$ cat config.mk
export PLATFORM = sky130hd
export DESIGN_NAME = sync_fifo_flags
export DESIGN_NICKNAME = d
export VERILOG_FILES = /design/src/rtl/sync_fifo_flags.sv
export SDC_FILE = /design/constraint.sdc
export NUM_CORES = 1
export LEC_CHECK = 0
export ABC_AREA = 0
export CAP_MARGIN = 5
export CORE_ASPECT_RATIO = 0.75
export CORE_MARGIN = 3
export CORE_UTILIZATION = 40
export CTS_CLUSTER_DIAMETER = 200
export CTS_CLUSTER_SIZE = 28
export DETAILED_ROUTE_END_ITERATION = 16
export GPL_TIMING_DRIVEN = 0
export MAX_ROUTING_LAYER = met4
export SYNTH_ARGS = -nofsm -noshare
export SYNTH_HDL_FRONTEND = slang
export SYNTH_SLANG_ARGS = --single-unit
$ cat constraint.sdc
create_clock -name clk -period 3.7 [get_ports clk]
set_input_delay 0.74 -clock clk [delete_from_list [all_inputs] [get_ports clk]]
set_output_delay 0.74 -clock clk [all_outputs]
set_load 0.02 [all_outputs]
$ cat src/rtl/sync_fifo_flags.sv
// sync_fifo_flags
//   Single-clock FIFO with fill level, programmable almost-full/almost-empty
//   flags, optional first-word-fall-through read mode and sticky
//   overflow/underflow error flags. Producer and consumer share clk, so the
//   pointers are plain binary counters with an extra wrap bit.
//
// Ports
//   clk          rising-edge clock for all logic
//   rst          synchronous reset, active-high
//   winc/wdata   write request and data; ignored while wfull
//   wfull        FIFO holds DEPTH words
//   rinc         read request (pops the head in FWFT mode); ignored while rempty
//   rdata        read data (registered; head word in FWFT mode)
//   rempty       no readable word
//   count        words stored, 0..DEPTH
//   almost_full  count >= AFULL_THRESH
//   almost_empty count <= AEMPTY_THRESH
//   overflow     sticky: write attempted while full
//   underflow    sticky: read attempted while empty
module sync_fifo_flags #(
    parameter int DATASIZE      = 8,
    parameter int ADDRSIZE      = 4,
    parameter int AFULL_THRESH  = 2**ADDRSIZE - 2,
    parameter int AEMPTY_THRESH = 2,
    parameter int FWFT          = 0
) (
    input  logic                clk,
    input  logic                rst,
    input  logic                winc,
    input  logic [DATASIZE-1:0] wdata,
    output logic                wfull,
    input  logic                rinc,
    output logic [DATASIZE-1:0] rdata,
    output logic                rempty,
    output logic [ADDRSIZE:0]   count,
    output logic                almost_full,
    output logic                almost_empty,
    output logic                overflow,
    output logic                underflow
);

    localparam int DEPTH = 1 << ADDRSIZE;
    localparam logic [ADDRSIZE:0] AF_TH = (ADDRSIZE+1)'(AFULL_THRESH);
    localparam logic [ADDRSIZE:0] AE_TH = (ADDRSIZE+1)'(AEMPTY_THRESH);

    if (AFULL_THRESH < 1 || AFULL_THRESH > DEPTH ||
        AEMPTY_THRESH < 0 || AEMPTY_THRESH > DEPTH - 1) begin : g_thresh_check
        $error("sync_fifo_flags: threshold parameter out of legal range");
    end

    logic [DATASIZE-1:0] mem [DEPTH];
    logic [ADDRSIZE:0]   wptr;
    logic [ADDRSIZE:0]   rptr;
    logic [ADDRSIZE:0]   wptr_next;
    logic [ADDRSIZE:0]   rptr_next;
    logic                wr_acc;
    logic                rd_acc;

    // Flags and level come straight from the registered pointers, so they are
    // always mutually consistent and judged on pre-edge values.
    assign rempty       = (wptr == rptr);
    assign wfull        = (wptr[ADDRSIZE] != rptr[ADDRSIZE]) &&
                          (wptr[ADDRSIZE-1:0] == rptr[ADDRSIZE-1:0]);
    assign count        = wptr - rptr;
    assign almost_full  = (count >= AF_TH);
    assign almost_empty = (count <= AE_TH);

    assign wr_acc    = winc && !wfull;
    assign rd_acc    = rinc && !rempty;
    assign wptr_next = wptr + {{ADDRSIZE{1'b0}}, wr_acc};
    assign rptr_next = rptr + {{ADDRSIZE{1'b0}}, rd_acc};

    always_ff @(posedge clk) begin
        if (rst) begin
            wptr      <= '0;
            rptr      <= '0;
            overflow  <= 1'b0;
            underflow <= 1'b0;
        end else begin
            wptr <= wptr_next;
            rptr <= rptr_next;
            if (winc && wfull)
                overflow <= 1'b1;
            if (rinc && rempty)
                underflow <= 1'b1;
        end
    end

    // Storage is not reset; gating on rst keeps a reset cycle from writing.
    always_ff @(posedge clk) begin
        if (!rst && wr_acc)
            mem[wptr[ADDRSIZE-1:0]] <= wdata;
    end

    if (FWFT != 0) begin : g_fwft
        logic [ADDRSIZE:0] count_next;
        logic              bypass;

        assign count_next = wptr_next - rptr_next;
        // The new head is the word being written this edge exactly when the
        // FIFO will hold only that word; memory does not have it yet.
        assign bypass     = wr_acc && (rptr_next == wptr);

        always_ff @(posedge clk) begin
            if (rst)
                rdata <= '0;
            else if (count_next != '0)
                rdata <= bypass ? wdata : mem[rptr_next[ADDRSIZE-1:0]];
        end
    end else begin : g_std
        always_ff @(posedge clk) begin
            if (rst)
                rdata <= '0;
            else if (rd_acc)
                rdata <= mem[rptr[ADDRSIZE-1:0]];
        end
    end

endmodule

Word level (Yosys, flattened, before mapping)
Memories as Yosys holds them, arrays and structs flattened. A register that Yosys moved wholly into a read port is not among the register bits.
Cells that the tools add are included.
Operators by class
  add/subtract/negate cells: 3
  order comparisons: 2
  equal/unequal tests: 3
  muxes and demuxes: 2
  reduce and logical (&&, ||, !) cells: 9
Operator list (number)
  adder 5 x 1 -> 5 bit: 2
  logical AND 1 bit: 6
  == test 5 bit: 1
  greater-or-equal comparator 5 x 4 -> 1 bit, second input constant: 1
  less-or-equal comparator 5 x 2 -> 1 bit, second input constant: 1
  subtractor 5 bit: 1
  == test 4 bit: 1
  logical NOT 1 bit: 3
  two-way mux 1 bit: 2
  != test 1 bit: 1
Word-level totals
  register bits after elaboration: 12
  bits in writable memories: 128
  bits of input ports: 12
  output and inout bits: 19
  word-level logic and storage cells: 24
  memories kept: 1
Memories
  mem: words 16, width 8, rd ports 1, clocked after memory_dff 1, write ports 1, RTL line 51  | logic [DATASIZE-1:0] mem [DEPTH];

Depth between registers and ports, before layout
Gate-level depths: netlist (run 1).
  word-level depth: 7
  mapped depth: 12

Least setup slack after synthesis (run 1)
Ideal clock, no wire load.
  path kind: register to output
  start: reg rptr[1]
  end: out almost_empty
  arrival: 2478 ps
  path slack: 482 ps
  stages on the path, launching flop included: 8
  path through: dfxtp_1 buf_1 inv_1 fa_1 a21o_1 a21oi_1 xnor2_1 a211oi_1
Between the ends
  longest elaborated chain between the ends: 2
Ends and longest elaborated chain
  start: declaration: RTL line 53  | logic [ADDRSIZE:0] rptr;
  start signal: assignment: RTL line 81  | rptr <= rptr_next;
  subtractor 5 bit: RTL line 64  | assign count = wptr - rptr;
  named net count[4]: RTL line 35  | output logic [ADDRSIZE:0] count,
  less-or-equal comparator 5 x 2 -> 1 bit: RTL line 66  | assign almost_empty = (count <= AE_TH);
  end: declaration: RTL line 37  | output logic almost_empty,
The timed path passes the listed nets, and every way through them passes these cells.

Worst setup path after layout (run 1)
  start: reg rptr[1]
  end: out count[4]
Between the ends
  longest elaborated chain between the ends: 1
Ends and longest elaborated chain (RTL line)
  subtractor 5 bit: 64
  end: declaration: 35
No other way between the ends.

==> impl_metrics.tcl, run 1 <==
set metrics [dict create \
    tritoncts "yes" \
    cts_buffer_depth 2 \
    clkTransAtPathRegs_ns 0.06 \
    worstPathCellList "buf_6 -> clkinvlp_4 -> fa_1 -> a21o_1 -> a21oi_1 -> xnor2_1 -> clkdlybuf4s50_1" \
    cp.arrival_ns 2.81 \
    cp.required_ns 2.96 \
    cts.sinks 148 \
    worstMarginPinSlew_ns 0.826 \
    die_area_um2 16200 \
    wl_per_cell_um 20.8 \
    place_ws_ns -0.341 \
    die_y_um 111 \
    synth.top_cell.area_share 0.652 \
    cap_violations 0 \
    finalWirelength_um 12700 \
    drt_iter0_drc 315 \
    min_from "overflow" \
    switchingPower_mw 1.06 \
    synth_seq_cells 148 \
    cts_root_buf "clkbuf_16" \
    slew_viol_final 0 \
    seq_power_share 0.431 \
    clk_latency_ns 0.41 \
    die_x_um 146 \
    cts_hold_buffers 0 \
    grt_antenna_before_repair 0 \
    rrSetupSlack_ns 0.40 \
    fin_nets 422 \
    via_per_inst 5.24 \
    avgSynthCellArea_um2 16.9 \
    grt_max_degree 17 \
    core-area_um2 14100 \
    num_rows 37 \
    register_area_um2 4250 \
    cp-start-kind "register" \
    timing.final.crit_share 0.958 \
    cts_buffers 17 \
    postSynthCellCount 349 \
    final-setup-viol-count 0 \
    synthesis.nets 370 \
    powerDensity_nw_per_um2 613 \
    cellLeakagePower_nw 2.28 \
    p_comb_frac 0.161 \
    internal-power_mw 3.30 \
    postPlaceCellArea_um2 6440 \
    hold_violations 0 \
    nFillCells 1190 \
    status "finished, final reports clean" \
    grt_pass1_wl_um 19400 \
    period_minus_slack_ns 3.55 \
    dp_hpwl_um 8410 \
    grt-ovfl-total 0 \
    critPathKind "reg -> out" \
    htreeDepth 4 \
    syn2layout_area_growth_pct 20.5 \
    synth_edf_count 128 \
    antennaDiodeCount 0 \
    grt_pass1_vias 3218 \
    place_congestion 0.813 \
    hold_path_depth 2 \
    synth_most_common_cell "edfxtp_1" \
    relSlewSlack 0.447 \
    dp_cells 574 \
    setup_tns_ns 0 \
    antenna_left 0 \
    fin_util 0.505 \
    ff2ff_path_depth 7 \
    synthTopCellsByCount "edfxtp_1 (128), mux2i_1 (32), nor2_1 (31)" \
    multiInputGateArea_um2 1530 \
    r2r_start "rptr[3]" \
    ys_seq_area_frac 0.720 \
    clock_power_share 0.408 \
    cp-end-kind "primary output" \
    final_cells 609 \
    min_to "overflow" \
    port_buffers 30 \
    drive_above_1_share 0.147 \
    path_max_fanout 10 \
    synth_top_cell_by_area "edfxtp_1" \
    ir_worst_vdd_mv 0.381 \
    synth_flop_cell "edfxtp_1" \
    vias 3192 \
    hold_path_class "reg -> reg" \
    final_cell_area_um2 7100 \
    yosys_warnings 0 \
    drc_errors 0 \
    rsz0062_at_grt "false" \
    initial_utilization 0.419 \
    critPathSlowestCell "clkdlybuf4s50_1" \
    ios 31 \
    timing.rr.end "mem[4][6]" \
    yosysUniqueCellTypes 38 \
    synthArstFlopShare 0 \
    synth_area_um2 5890 \
    fin_worst_skew_ns 0.00663 \
    fmax_mhz 282 \
    firstDrtPassIters 4 \
    p_sw_frac 0.242 \
    layout_setup_ws_ns 0.155 \
    grt.total_usage 0.166 \
    yosys-top-cells-area "edfxtp_1 (65%), dfxtp_1 (6.8%), mux4_2 (5.7%)" \
    critical-path-max-stage-delay_ns 0.67 \
]
[flip-flops by register name, indices dropped and copies added, names as in the netlist]
signal,cells
mem,128
rdata,8
rptr,5
wptr,5
overflow,1
underflow,1
[per-layer routing]
| layer | up-vias | GRT usage | routed length (um) |
|---|---|---|---|
| li1 | 1493 | - | - |
| met1 | 1620 | 0.240 | 6090 |
| met2 | 65 | 0.236 | 5680 |
| met3 | 14 | 0.0400 | 753 |
| met4 | 0 | 0.0457 | 152 |
| met5 | - | - | 0 |
[cell usage in the layout, fill, tap and decap left out, types with 2 or more instances in the layout]
cell type and instances:
a21o_1 2, a21oi_1 11, a221oi_1 8, a311oi_1 8, and2_1 2, buf_2 2, buf_4 3, buf_6 3
bufinv_16 4, clkbuf_1 8, clkbuf_16 17, clkbuf_4 3, clkdlybuf4s50_1 28, clkinv_1 2, clkinv_2 2, clkinv_4 3
clkinvlp_4 4, dfxtp_1 19, dlygate4sd2_1 2, edfxtp_1 128, ha_1 8, inv_1 7, mux2i_1 32, mux4_2 15
nand2_1 2, nand2b_1 2, nand3_1 3, nor2_1 31, nor2b_1 6, nor3_1 2, nor3_2 2, o21a_1 2
o21ai_0 2, o21ai_1 8, o22ai_1 8, or4_1 4, xnor2_1 5, xor2_1 5
[cell families (layout without fill, tap and decap cells)]
logic type      count (synthesis)  count (layout)  share of synthesized area
flops                         148             148                      0.720
xor+xnor                       10              10                     0.0149
fa+ha+maj                       9               9                     0.0204
simple gates                   58              58                     0.0476
buf+inv                        25              90                     0.0229
mux                            48              48                      0.116
compound gates                 51              51                     0.0582
[final cells by class]
| class | count | share of cell area |
|---|---|---|
| clock buffers | 18 | 0.0604 |
| clock inverters | 14 | 0.0263 |
| well taps | 195 | 0.0344 |
| inverters | 8 | 0.00476 |
| flip-flops and latches | 148 | 0.598 |
| plain buffers | 17 | 0.0164 |
| repair buffers | 33 | 0.0451 |
| multi-input cells | 176 | 0.215 |
[metrics by stage]
stage	hold slack, ns	power (mW)
2_1_floorplan	0.538	2.36
5_1_grt	0.504	4.51
3_3_place_gp	0.458	2.61
3_5_place_dp	0.466	2.62
6_report	0.472	4.36
4_1_cts	0.480	4.39
[how the worst max path moves through the flow]
stage               startpoint      endpoint  slack [ns]  cells after the start
global placement       rptr[1]     mem[1][4]       -0.30                      7
CTS                    rptr[3]     mem[1][0]        0.02                      7
finish                 rptr[1]      count[4]        0.15                      7
global route           rptr[2]      count[4]        0.02                      7
floorplan              rptr[1]  almost_empty        0.48                      7
detailed placement     rptr[1]     mem[1][4]       -0.34                      7
[repair_timing]
item / in CTS / in global routing
pin swaps: 0 / 0
buffers inserted: 1 / 0
endpoints found under the setup margin: 40 / 18
resized for setup: 7 / 4
[worst max-delay path: cells and delay by family (launching register included)]
kind,cells,cell delay (ns)
fa+ha+maj,1,0.46
xor+xnor,1,0.20
flops,1,0.38
buf+inv,3,1.01
compound gates,2,0.35
[power by group through the flow]
stage / Combinational (mW) / Clock [mW] / Sequential (mW)
after floorplan: 0.425 / 0 / 1.93
after global placement: 0.699 / 0 / 1.91
after detailed placement: 0.706 / 0 / 1.91
after CTS: 0.704 / 1.80 / 1.88
after global routing: 0.748 / 1.88 / 1.88
final: 0.700 / 1.78 / 1.88
Power figures use the tool's default switching activity.
==> run 2: changes to the inputs <==
Settings changed: SLEW_MARGIN set to 10.
==> impl_metrics.tcl, run 2 (synthesis gave the netlist of run 1 again) <==
set metrics [dict create \
    hold_slack_ns 0.476 \
    cts_buffers 17 \
    cap_violations 0 \
    internal-power_mw 3.16 \
    grt.total_usage 0.168 \
    relSlewSlack 0.470 \
    layout_setup_ws_ns 0.124 \
    cp-end-kind "primary output" \
    p_comb_frac 0.166 \
    tritoncts "yes" \
    place_ws_ns -0.346 \
    final_cell_area_um2 7050 \
    timing.final.crit_share 0.966 \
    final_common_cell "edfxtp_1" \
    critPathKind "reg -> out" \
    cellLeakagePower_nw 2.26 \
    fin_nets 420 \
    finalWirelength_um 12700 \
    antenna_left 0 \
    die_x_um 146 \
    critical-path-max-stage-delay_ns 0.67 \
    grt_pass1_vias 3223 \
    register_area_um2 4250 \
    final-setup-viol-count 0 \
    fmax_mhz 280 \
    antennaDiodeCount 0 \
    drc_errors 0 \
    cts.sinks 148 \
    core-area_um2 14100 \
    drive_above_1_share 0.148 \
    critPathSlowestCell "clkdlybuf4s50_1" \
    die_y_um 111 \
    grt_antenna_before_repair 0 \
    cts_buffer_depth 2 \
    grt_max_degree 17 \
    largest_register_ffs 128 \
    status "finished, final reports clean" \
    vias 3160 \
    htreeDepth 4 \
    ir_worst_vdd_mv 0.429 \
    die_area_um2 16200 \
    ios 31 \
    postPlaceCellArea_um2 6440 \
    grt_pass1_wl_um 19400 \
    cp.required_ns 2.96 \
    grt-ovfl-total 0 \
    multiInputGateArea_um2 1540 \
    firstDrtPassIters 4 \
    hold_path_class "reg -> reg" \
    seq_power_share 0.445 \
    fin_worst_skew_ns 0.00664 \
    worstPathCellList "buf_2 -> inv_1 -> ha_1 -> a21o_1 -> a21oi_1 -> xnor2_1 -> clkdlybuf4s50_1" \
    port_buffers 30 \
    cp-start-kind "register" \
    num_rows 37 \
    wl_per_cell_um 20.8 \
    syn2layout_area_growth_pct 19.6 \
    clock_power_share 0.389 \
    period_minus_slack_ns 3.58 \
    place_congestion 0.813 \
    drt_iter0_drc 243 \
    fin_util 0.501 \
    layout_common_cells "edfxtp_1 (128), mux2i_1 (32), nor2_1 (31)" \
    cp.arrival_ns 2.84 \
    clk_latency_ns 0.41 \
    worstMarginPinSlew_ns 0.793 \
    path_max_fanout 10 \
    cts_root_buf "clkbuf_16" \
    initial_utilization 0.419 \
    slew_viol_final 0 \
    powerDensity_nw_per_um2 599 \
    via_per_inst 5.21 \
    clkTransAtPathRegs_ns 0.06 \
    dp_hpwl_um 8420 \
    rsz0062_at_grt "false" \
    hold_violations 0 \
    nFillCells 1210 \
    p_sw_frac 0.250 \
    switchingPower_mw 1.06 \
]
run 2: cell types whose count changed in the layout (fill, tap and decap cells not counted):
cell	previous run	this run
nor3_1	2	0
buf_2	2	3
clkinv_4	3	4
clkinv_2	2	3
clkbuf_1	8	9
clkinv_1	2	1
nor3_2	2	4
clkbuf_4	3	0
bufinv_16	4	2
run 2: timing repair:
action / in CTS / in global routing
hold buffers: 0 / 0
buffers inserted: 1 / 0
endpoints found under the setup margin: 36 / 2
resized for setup: 7 / 1
run 2: final timing paths:
| kind | startpoint | to | slack (ns) | cells past startpoint |
|---|---|---|---|---|
| setup reg to reg | rptr[3] | mem[4][4] | 0.41 | 7 |
| setup / recovery | rptr[2] | count[4] | 0.12 | 7 |
| hold reg to reg | overflow | overflow | 0.48 | 2 |
| hold / removal | overflow | overflow | 0.48 | 2 |
run 2: metal layers:
metal | GRT usage | share of wire | up-vias
li1 | - | - | 1490
met1 | 0.243 | 0.47 | 1573
met2 | 0.235 | 0.45 | 83
met3 | 0.0400 | 0.061 | 14
met4 | 0.0533 | 0.014 | 0
met5 | - | 0 | -
run 2: final cells by class:
type	count	share of cell area
Sequential cell	148	0.602
Multi-Input combinational cell	176	0.218
Clock buffer	19	0.0614
Timing Repair Buffer	31	0.0433
Tap cell	195	0.0346
Clock inverter	13	0.0194
Buffer	17	0.0162
Inverter	8	0.00479
run 2: metrics by stage:
stage / power, mW / cells / TNS, ns
CTS: 4.25 / 607 / 0
detailed placement: 2.62 / 574 / -8.25
finish: 4.22 / 607 / 0
global placement: 2.61 / 574 / -9.75
global route: 4.38 / 607 / 0
floorplan: 2.36 / 349 / 0
run 2: power groups by stage:
| stage | clock (mW) | combinational, mW | sequential [mW] |
|---|---|---|---|
| final | 1.64 | 0.701 | 1.88 |
| after global routing | 1.75 | 0.750 | 1.88 |
| after CTS | 1.67 | 0.707 | 1.88 |
| after detailed placement | 0 | 0.708 | 1.91 |
| after global placement | 0 | 0.699 | 1.91 |
| after floorplan | 0 | 0.425 | 1.93 |
run 2: worst max-delay path, delay by kind of cell, from the launching register on:
kind                     cells  cell delay [ns]
flip-flops                   1             0.46
XOR/XNOR                     1             0.20
AO/OA/AOI/OAI                2             0.37
buffers and inverters        3             1.07
adder cells (fa/ha/maj)      1             0.34
==> run 3: changes to the inputs <==
Settings changed: ABC_AREA 0 to not set.
==> results of run 3 <==
The final DEF is identical to that of run 2; final timing and power are the same.
